--- config.mk ---
export PLATFORM = sky130hd
export DESIGN_NAME = pipe_ctrl
export DESIGN_NICKNAME = d
export VERILOG_FILES = /design/src/rtl/pipe_ctrl_pkg.sv /design/src/rtl/pipe_ctrl_perf.sv /design/src/rtl/pipe_ctrl.sv
export SDC_FILE = /design/constraint.sdc
export NUM_CORES = 1
export LEC_CHECK = 0
export BUFFER_PORTS_ARGS = -buffer_cell sky130_fd_sc_hd__buf_2
export CAP_MARGIN = 20
export CORE_MARGIN = 3
export CORE_UTILIZATION = 30
export DETAILED_ROUTE_END_ITERATION = 7
export PLACE_DENSITY = 0.71
export RECOVER_POWER = 100
export SLEW_MARGIN = 10
export SYNTH_ARGS = -nofsm -noshare
export SYNTH_HDL_FRONTEND = slang
export SYNTH_SLANG_ARGS = --single-unit
--- constraint.sdc ---
create_clock -name clk -period 1.6 [get_ports clk]
set_input_delay 0.08 -clock clk [delete_from_list [all_inputs] [get_ports clk]]
set_output_delay 0.08 -clock clk [all_outputs]
set_load 0.01 [all_outputs]
--- src/rtl/pipe_ctrl_pkg.sv ---
// Shared definitions for the pipeline controller: FSM state encodings, stall-vector
// patterns and the stall priority helper.
package pipe_ctrl_pkg;

  typedef enum logic [1:0] {
    ST_RUN     = 2'd0,
    ST_MULTI   = 2'd1,
    ST_FLUSHED = 2'd2
  } pipe_state_e;

  // Hold vector bit order: 0 PC, 1 IF/ID, 2 ID/EX, 3 EX/MEM, 4 MEM/WB, 5 WB.
  localparam logic [5:0] STALL_NONE      = 6'b000000;
  localparam logic [5:0] STALL_IF        = 6'b000011;
  localparam logic [5:0] STALL_ID        = 6'b000111;
  localparam logic [5:0] STALL_EX        = 6'b001111;
  localparam logic [5:0] STALL_MEM       = 6'b011111;
  localparam logic [5:0] STALL_KEEP_MASK = 6'b111000;

  function automatic logic [5:0] stall_pattern(input logic mem_req, input logic ex_req,
                                               input logic id_req, input logic if_req);
    if (mem_req)     return STALL_MEM;
    else if (ex_req) return STALL_EX;
    else if (id_req) return STALL_ID;
    else if (if_req) return STALL_IF;
    else             return STALL_NONE;
  endfunction

endpackage

--- src/rtl/pipe_ctrl_perf.sv ---
// Saturating performance counters for the pipeline controller (stalled cycles and
// flush pulses); only instantiated when PIPE_CTRL_PERF_EN is defined.
module pipe_ctrl_perf (
  input  logic        clk,
  input  logic        rst,
  input  logic        stall_any,
  input  logic        flush_pulse,
  output logic [31:0] stall_cycles,
  output logic [31:0] flush_count
);

  always_ff @(posedge clk) begin
    if (!rst) begin
      stall_cycles <= '0;
      flush_count  <= '0;
    end else begin
      if (stall_any && (stall_cycles != '1))
        stall_cycles <= stall_cycles + 32'd1;
      if (flush_pulse && (flush_count != '1))
        flush_count <= flush_count + 32'd1;
    end
  end

endmodule

--- src/rtl/pipe_ctrl.sv ---
// Pipeline hazard controller: stall priority, multi-cycle EX sequencing and branch
// redirect/flush. Optional performance counters under macro PIPE_CTRL_PERF_EN.
module pipe_ctrl
  import pipe_ctrl_pkg::*;
#(
  parameter int MULTI_CNT_W = 4
) (
  input  logic                   clk,
  input  logic                   rst,
  input  logic                   stallreq_if,
  input  logic                   stallreq_id,
  input  logic                   stallreq_mem,
  input  logic                   ex_multi_start,
  input  logic [MULTI_CNT_W-1:0] ex_multi_cycles,
  input  logic                   branch_flag,
  input  logic [31:0]            branch_target,
  output logic [5:0]             stall,
  output logic                   flush,
  output logic                   redirect_valid,
  output logic [31:0]            redirect_pc,
  output logic                   ex_multi_done,
  output pipe_state_e            dbg_state
`ifdef PIPE_CTRL_PERF_EN
  ,
  output logic [31:0]            perf_stall_cycles,
  output logic [31:0]            perf_flush_count
`endif
);

  pipe_state_e            state_q, state_d;
  logic [MULTI_CNT_W-1:0] cnt_q, cnt_d;
  logic                   multi_start_ok;
  logic                   multi_stall;
  logic                   id_req;
  logic                   take_branch;

  // redirect_valid is a one-cycle strobe with no ready: the PC must load
  // redirect_pc in that same cycle. flush accompanies it unconditionally.
  always_comb begin
    state_d        = state_q;
    cnt_d          = cnt_q;
    flush          = 1'b0;
    redirect_valid = 1'b0;
    redirect_pc    = 32'd0;
    ex_multi_done  = 1'b0;

    multi_start_ok = ex_multi_start && (state_q != ST_MULTI);
    multi_stall    = multi_start_ok || (state_q == ST_MULTI);
    // The load-use request seen right after a flush belongs to a squashed instruction.
    id_req         = stallreq_id && (state_q != ST_FLUSHED);
    take_branch    = branch_flag && !stallreq_mem && !multi_stall;
    stall          = stall_pattern(stallreq_mem, multi_stall, id_req, stallreq_if);

    case (state_q)
      ST_MULTI: begin
        if (!stallreq_mem) begin
          if (cnt_q == '0) begin
            ex_multi_done = 1'b1;
            state_d       = ST_RUN;
          end else begin
            cnt_d = cnt_q - 1'b1;
          end
        end
      end
      default: begin
        state_d = ST_RUN;
        if (multi_start_ok) begin
          // The start cycle is the first stalled cycle, so MULTI runs N-1 more.
          if (ex_multi_cycles > MULTI_CNT_W'(1)) begin
            cnt_d   = ex_multi_cycles - MULTI_CNT_W'(2);
            state_d = ST_MULTI;
          end else begin
            ex_multi_done = 1'b1;
          end
        end else if (take_branch) begin
          flush          = 1'b1;
          redirect_valid = 1'b1;
          redirect_pc    = branch_target;
          stall          = stall & STALL_KEEP_MASK;
          state_d        = ST_FLUSHED;
        end
      end
    endcase

    if (!rst) begin
      stall          = STALL_NONE;
      flush          = 1'b0;
      redirect_valid = 1'b0;
      redirect_pc    = 32'd0;
      ex_multi_done  = 1'b0;
    end
  end

  always_ff @(posedge clk) begin
    if (!rst) begin
      state_q <= ST_RUN;
      cnt_q   <= '0;
    end else begin
      state_q <= state_d;
      cnt_q   <= cnt_d;
    end
  end

  assign dbg_state = state_q;

`ifdef PIPE_CTRL_PERF_EN
  pipe_ctrl_perf u_perf (
    .clk          (clk),
    .rst          (rst),
    .stall_any    (stall != STALL_NONE),
    .flush_pulse  (flush),
    .stall_cycles (perf_stall_cycles),
    .flush_count  (perf_flush_count)
  );
`endif

endmodule

Word-level counts from Yosys, hierarchy flattened
Index checks and enable logic that the tools add are counted.

Bits in registers: 6. Output and inout bits: 43. Word-level logic and storage cells: 56.

Add/sub/neg operators: 2. $lt $le $gt $ge: 1. Equality and inequality tests: 6. Multiplexer cells: 33. Reductions and logical operators: 12.

Operators with widths (number): 32-bit two-way mux (4); 4-bit two-way mux (6); 2-bit two-way mux (6); 3-bit two-way mux (4); 1-bit two-way mux (11); 5-bit two-way mux (2); 2-bit != test, second input constant (3); 4-bit by 1-bit > comparator with 1-bit output, second input constant (1); 1-bit logical AND (4); 4-bit zero test (1); 2-bit by 1-bit != test with 1-bit output, second input constant (2); 4-bit AND reduction (1); 2-bit nonzero test (2); 4-bit by 1-bit subtractor with 4-bit output, second input constant (1); 4-bit by 2-bit subtractor with 4-bit output, second input constant (1); 2-bit by 1-bit == test with 1-bit output, second input constant (1); 1-bit zero test (2); 2-bit AND reduction (1); 1-bit logical OR (1).

Logic depth before layout (Yosys ltp)
Depth in word-level cells: 9. Mapped depth: 6. Depth with buffers taken out: 6.

Worst setup path before layout
OpenSTA, ideal clock, no wires.

Path kind: register to register. Start point: register cnt_q[0]. End point: register cnt_q[0]. Setup time: 0.122 ns. Arrival time: 1.384 ns. Path slack: 0.095 ns. Stages on the path, launching flop included: 7. Buffers on the path: 0. Period minus slack after synthesis: 1.505 ns. Path through: dfxtp_1 -> inv_1 -> ha_1 -> or3b_4 -> a32oi_4 -> o21ai_0 -> o311a_1.

Cells in the longest elaborated chain, start to end: 4. Elaborated cells on any way between the ends: 7. Classes of those cells: add/sub: 1; eq/ne: 1; mux: 3; reduce/logical: 2.

Ends and longest elaborated chain: start, declared (line pipe_ctrl.sv:31) `logic [MULTI_CNT_W-1:0] cnt_q, cnt_d;`; start signal, assigned (line pipe_ctrl.sv:100) `cnt_q <= cnt_d;`; 4-bit by 1-bit subtractor with 4-bit output (line pipe_ctrl.sv:61) `cnt_d = cnt_q - 1'b1;`; 4-bit two-way mux (line pipe_ctrl.sv:57) `if (cnt_q == '0) begin`; 4-bit two-way mux (line pipe_ctrl.sv:56) `if (!stallreq_mem) begin`; 4-bit two-way mux (line pipe_ctrl.sv:54) `case (state_q)`.

Parallel ways exist; a longest one is shown, timed or not. The select of a mux whose other input is x is not followed. A chain may end at the register's enable or synchronous reset.

Worst setup path in the final report
Start point: register cnt_q[1]. End point: output port ex_multi_done.

Cells in the longest elaborated chain, start to end: 5.

Ends and longest elaborated chain: 4-bit zero test (line pipe_ctrl.sv:57); 1-bit two-way mux (line pipe_ctrl.sv:57); 1-bit two-way mux (line pipe_ctrl.sv:56); 1-bit two-way mux (line pipe_ctrl.sv:54); 1-bit two-way mux (line pipe_ctrl.sv:85) `if (!rst) begin`; end, declared (line pipe_ctrl.sv:21) `output logic ex_multi_done,`.

No other way between the ends.

==> metrics.log <==
INFO  metric run_status = finished, violations left
INFO  metric violations = negative setup slack
INFO  metric period_share = 1.06
INFO  metric crit_path_capture = ex_multi_done
INFO  metric grt_start_max_net_pins = 14
INFO  metric drt.antenna.violating_nets = 0
INFO  metric required = 1.52 ns
INFO  metric grt_pass1_wl = around 4.8 mm
INFO  metric timing.critical_path.from_type = flip-flop
INFO  metric routabilityCongestion = 0.717
INFO  metric fp.coreArea = 2340 sq um
INFO  metric ys_seq_area_frac = 0.155
INFO  metric clkLatencyLatePin = 0.25 ns
INFO  metric count_of_pins_on_the_block_boundary = 86
INFO  metric type_of_the_worst_min_delay_path = primary input to flip-flop
INFO  metric syn-cell-area = 776 sq um
INFO  metric final_hold_fails = 0
INFO  metric yosys.area.top_type_share = 0.290
INFO  metric clock-sinks = 6
INFO  metric die-height = 56.9 um
INFO  metric synthDominantAreaCellType = sky130_fd_sc_hd__and2_1
INFO  metric worst_setup_path_startpoint = cnt_q[1]$_SDFFE_PN0P_
INFO  metric number_of_antenna_violations_at_the_first_check_in_global_routing = 0
INFO  metric antenna-diode-count = 0
INFO  metric timing.final.setup_violations = 38
INFO  metric finalMaxSlewViolations = 0
INFO  metric clock_skew = slightly above 0.004 ns
INFO  metric drt_wl_total = 3.15 mm
INFO  metric timing.setup.critical_path_class = flip-flop to output pin
INFO  metric cts.reportedPaths.clkPinSlew = 0.04 ns
INFO  metric wire_per_inst = 13.9 um
INFO  metric areaGrowthSynthToFinish = 82.6%
INFO  metric fin_hold_ws = about 0.17 ns
INFO  metric syn-num-nets = roughly 150
INFO  metric pwr_density_cell = 463 nW/um^2
INFO  metric grt_util_all_layers = 0.186
INFO  metric drt_iter0_drc = 40
INFO  metric cts-buffers-inserted = 3
INFO  metric post-dp-hpwl = 2.16 mm
INFO  metric period_minus_slack = 1.69 ns
INFO  metric synth_top_cells_by_area = sky130_fd_sc_hd__and2_1 (29%), sky130_fd_sc_hd__dfxtp_1 (15%), sky130_fd_sc_hd__ha_1 (4.8%), sky130_fd_sc_hd__buf_6 (4.4%), sky130_fd_sc_hd__a32oi_4 (3.5%)
INFO  metric avgSynthCellArea = 7.61 sq um
INFO  metric first_global_vias = 1,074
INFO  metric timing.slew.headroom = 0.642
INFO  metric place_area = 1180 sq um
INFO  metric root_buffer = sky130_fd_sc_hd__clkbuf_4
INFO  metric ys_ff_latch = 6
INFO  metric width_of_the_die = 56.9 um
INFO  metric yosysMostFrequentCell = sky130_fd_sc_hd__and2_1
INFO  metric hold-path-cell-count = 2
INFO  metric gr-total-overflow = 0
INFO  metric worst_pin_slew = 0.535 ns
INFO  metric power_leakage = 0.787 nW
INFO  metric final_layout_size_suffix_gt1_frac = 0.616
INFO  metric synth.cells.most_frequent = sky130_fd_sc_hd__and2_1 (36), sky130_fd_sc_hd__nand2_1 (7), sky130_fd_sc_hd__dfxtp_1 (6), sky130_fd_sc_hd__inv_1 (6)
INFO  metric cts_max_path_buffers = 2
INFO  metric detailedRoute.firstPassIterationCount = 4
INFO  metric postLayoutSetupSlackWorst = -0.0907 ns
INFO  metric cp_data_arrival_time = 1.61 ns
INFO  metric drv_cap = 0
INFO  metric worst_r2r_path_cells = 7
INFO  metric drc = 0
INFO  metric r2r-start = cnt_q[1]$_SDFFE_PN0P_
INFO  metric final_core_utilization = 0.605
INFO  metric htree_levels = 1
INFO  metric postSynthCellCount = 102
INFO  metric synth_edf_count = 0
INFO  metric worstSetupEndpointType = output pin
INFO  metric clock_tree_from_tritoncts = built
INFO  metric routed-via-count = approximately 1.1k
INFO  metric max-vdd-ir-drop = 366 uV
INFO  metric yosys_warns = 0
INFO  metric postLayoutCellArea = 1420 sq um
INFO  metric row_count = 17
INFO  metric cts_hold_repair.buffers = 0
INFO  metric postSynth.asyncResetShare = 0
INFO  metric reg2reg_setup_slack = -0.07 ns
INFO  metric die_area = 3230 sq um
INFO  metric max_freq = 0.591 GHz
INFO  metric placement.io_buffers = 84
INFO  metric post_drt_via_cell_ratio = 4.77
INFO  metric critical_path.max_fanout = 2
INFO  metric synth.distinct_cells = 32
INFO  metric synth_ff_type = sky130_fd_sc_hd__dfxtp_1
INFO  metric layout.nets = 246
INFO  metric r2r-end = cnt_q[1]$_SDFFE_PN0P_
INFO  metric rsz0062_at_grt = true
INFO  metric floorplan.initialDensity = 0.332
-- worst min-delay path by stage --
| stage | from | slack (ns) | end |
|---|---|---|---|
| after detailed placement | rst | 0.44 | cnt_q[0]$_SDFFE_PN0P_ |
| after floorplan | rst | 0.23 | cnt_q[1]$_SDFFE_PN0P_ |
| after global routing | rst | 0.18 | cnt_q[0]$_SDFFE_PN0P_ |
| after CTS | rst | 0.18 | cnt_q[0]$_SDFFE_PN0P_ |
| final | rst | 0.17 | cnt_q[0]$_SDFFE_PN0P_ |
| after global placement | ex_multi_cycles[1] | 0.42 | cnt_q[1]$_SDFFE_PN0P_ |
-- worst max-delay path, cell delays in order (launching register included) --
cell and delay (ns):
sky130_fd_sc_hd__dfxtp_2 0.32, sky130_fd_sc_hd__inv_2 0.08, sky130_fd_sc_hd__ha_4 0.12, sky130_fd_sc_hd__or3b_4 0.38
sky130_fd_sc_hd__o32ai_2 0.19, sky130_fd_sc_hd__and2_1 0.15, sky130_fd_sc_hd__buf_2 0.12
-- timing repair --
item | CTS | global route
pin swaps | 16 | 19
resized for setup | 11 | 18
setup endpoints to repair | 36 | 43
gates cloned | 5 | 0
buffers inserted | 7 | 3
endpoints found under the hold margin | 0 | 0
-- cell usage in the layout (no fill, tap or decap), drive strengths merged --
cell type and count:
nand2b 1, or3b 1, nand2 7, nand3b 1
o211ai 1, buf 95, clkbuf 4, o32ai 1
nor2 10, conb 1, a32oi 1, o311a 1
and2 36, or3 5, a21oi 2, o2bb2ai 1
inv 6, a21boi 2, nor2b 1, nand3 1
o22ai 1, o21a 2, o21ai 5, ha 3
dfxtp 6, nor3b 2, xnor2 1
-- per-layer routing --
layer,share of wire,track usage,vias up
met4,0.0099,0.0596,0
met1,0.34,0.192,488
met5,0,0,-
li1,-,-,530
met3,0.10,0.0644,4
met2,0.54,0.345,57
-- report_power, final --
group / switching [mW] / total [mW] / internal [mW]
logic: 0.159 / 0.332 / 0.173
registers: 0.0106 / 0.177 / 0.166
clock network: 0.0620 / 0.147 / 0.0853
-- final cells by class --
type / instances / area (sq um)
multi-input cells: 87 / 651
inverters: 6 / 22.5
fillers: 214 / 923
flip-flops and latches: 6 / 125
clock buffers: 3 / 22.5
well taps: 28 / 35.0
repair buffers: 96 / 561
-- state kept, by name, summed over array words and instances, names as in the netlist --
signal,count
dbg_state,2
cnt_q,4
-- per-stage QoR --
stage	std cells	power [mW]	worst slack, ns	setup TNS [ns]
after floorplan	102	0.333	0.0948	0
after global placement	208	0.419	0.0427	0
after detailed placement	208	0.427	-0.0303	-0.0303
after CTS	223	0.625	-0.137	-3.57
after global routing	226	0.706	-0.172	-4.45
final	226	0.656	-0.0907	-1.93
-- cells by family (layout without fill, tap and decap cells) --
group                      Yosys count  count (layout)  synth area share
xor gates and xnor gates             1               1            0.0113
and+or+nand+nor                     60              65             0.495
DFF                                  6               6             0.155
other                                1               1           0.00483
AOI/OAI and AO/OA                   17              17             0.173
adders and majority gates            3               3            0.0484
buffers and inverters               14             105             0.113
(Power assumes the default switching activity.)
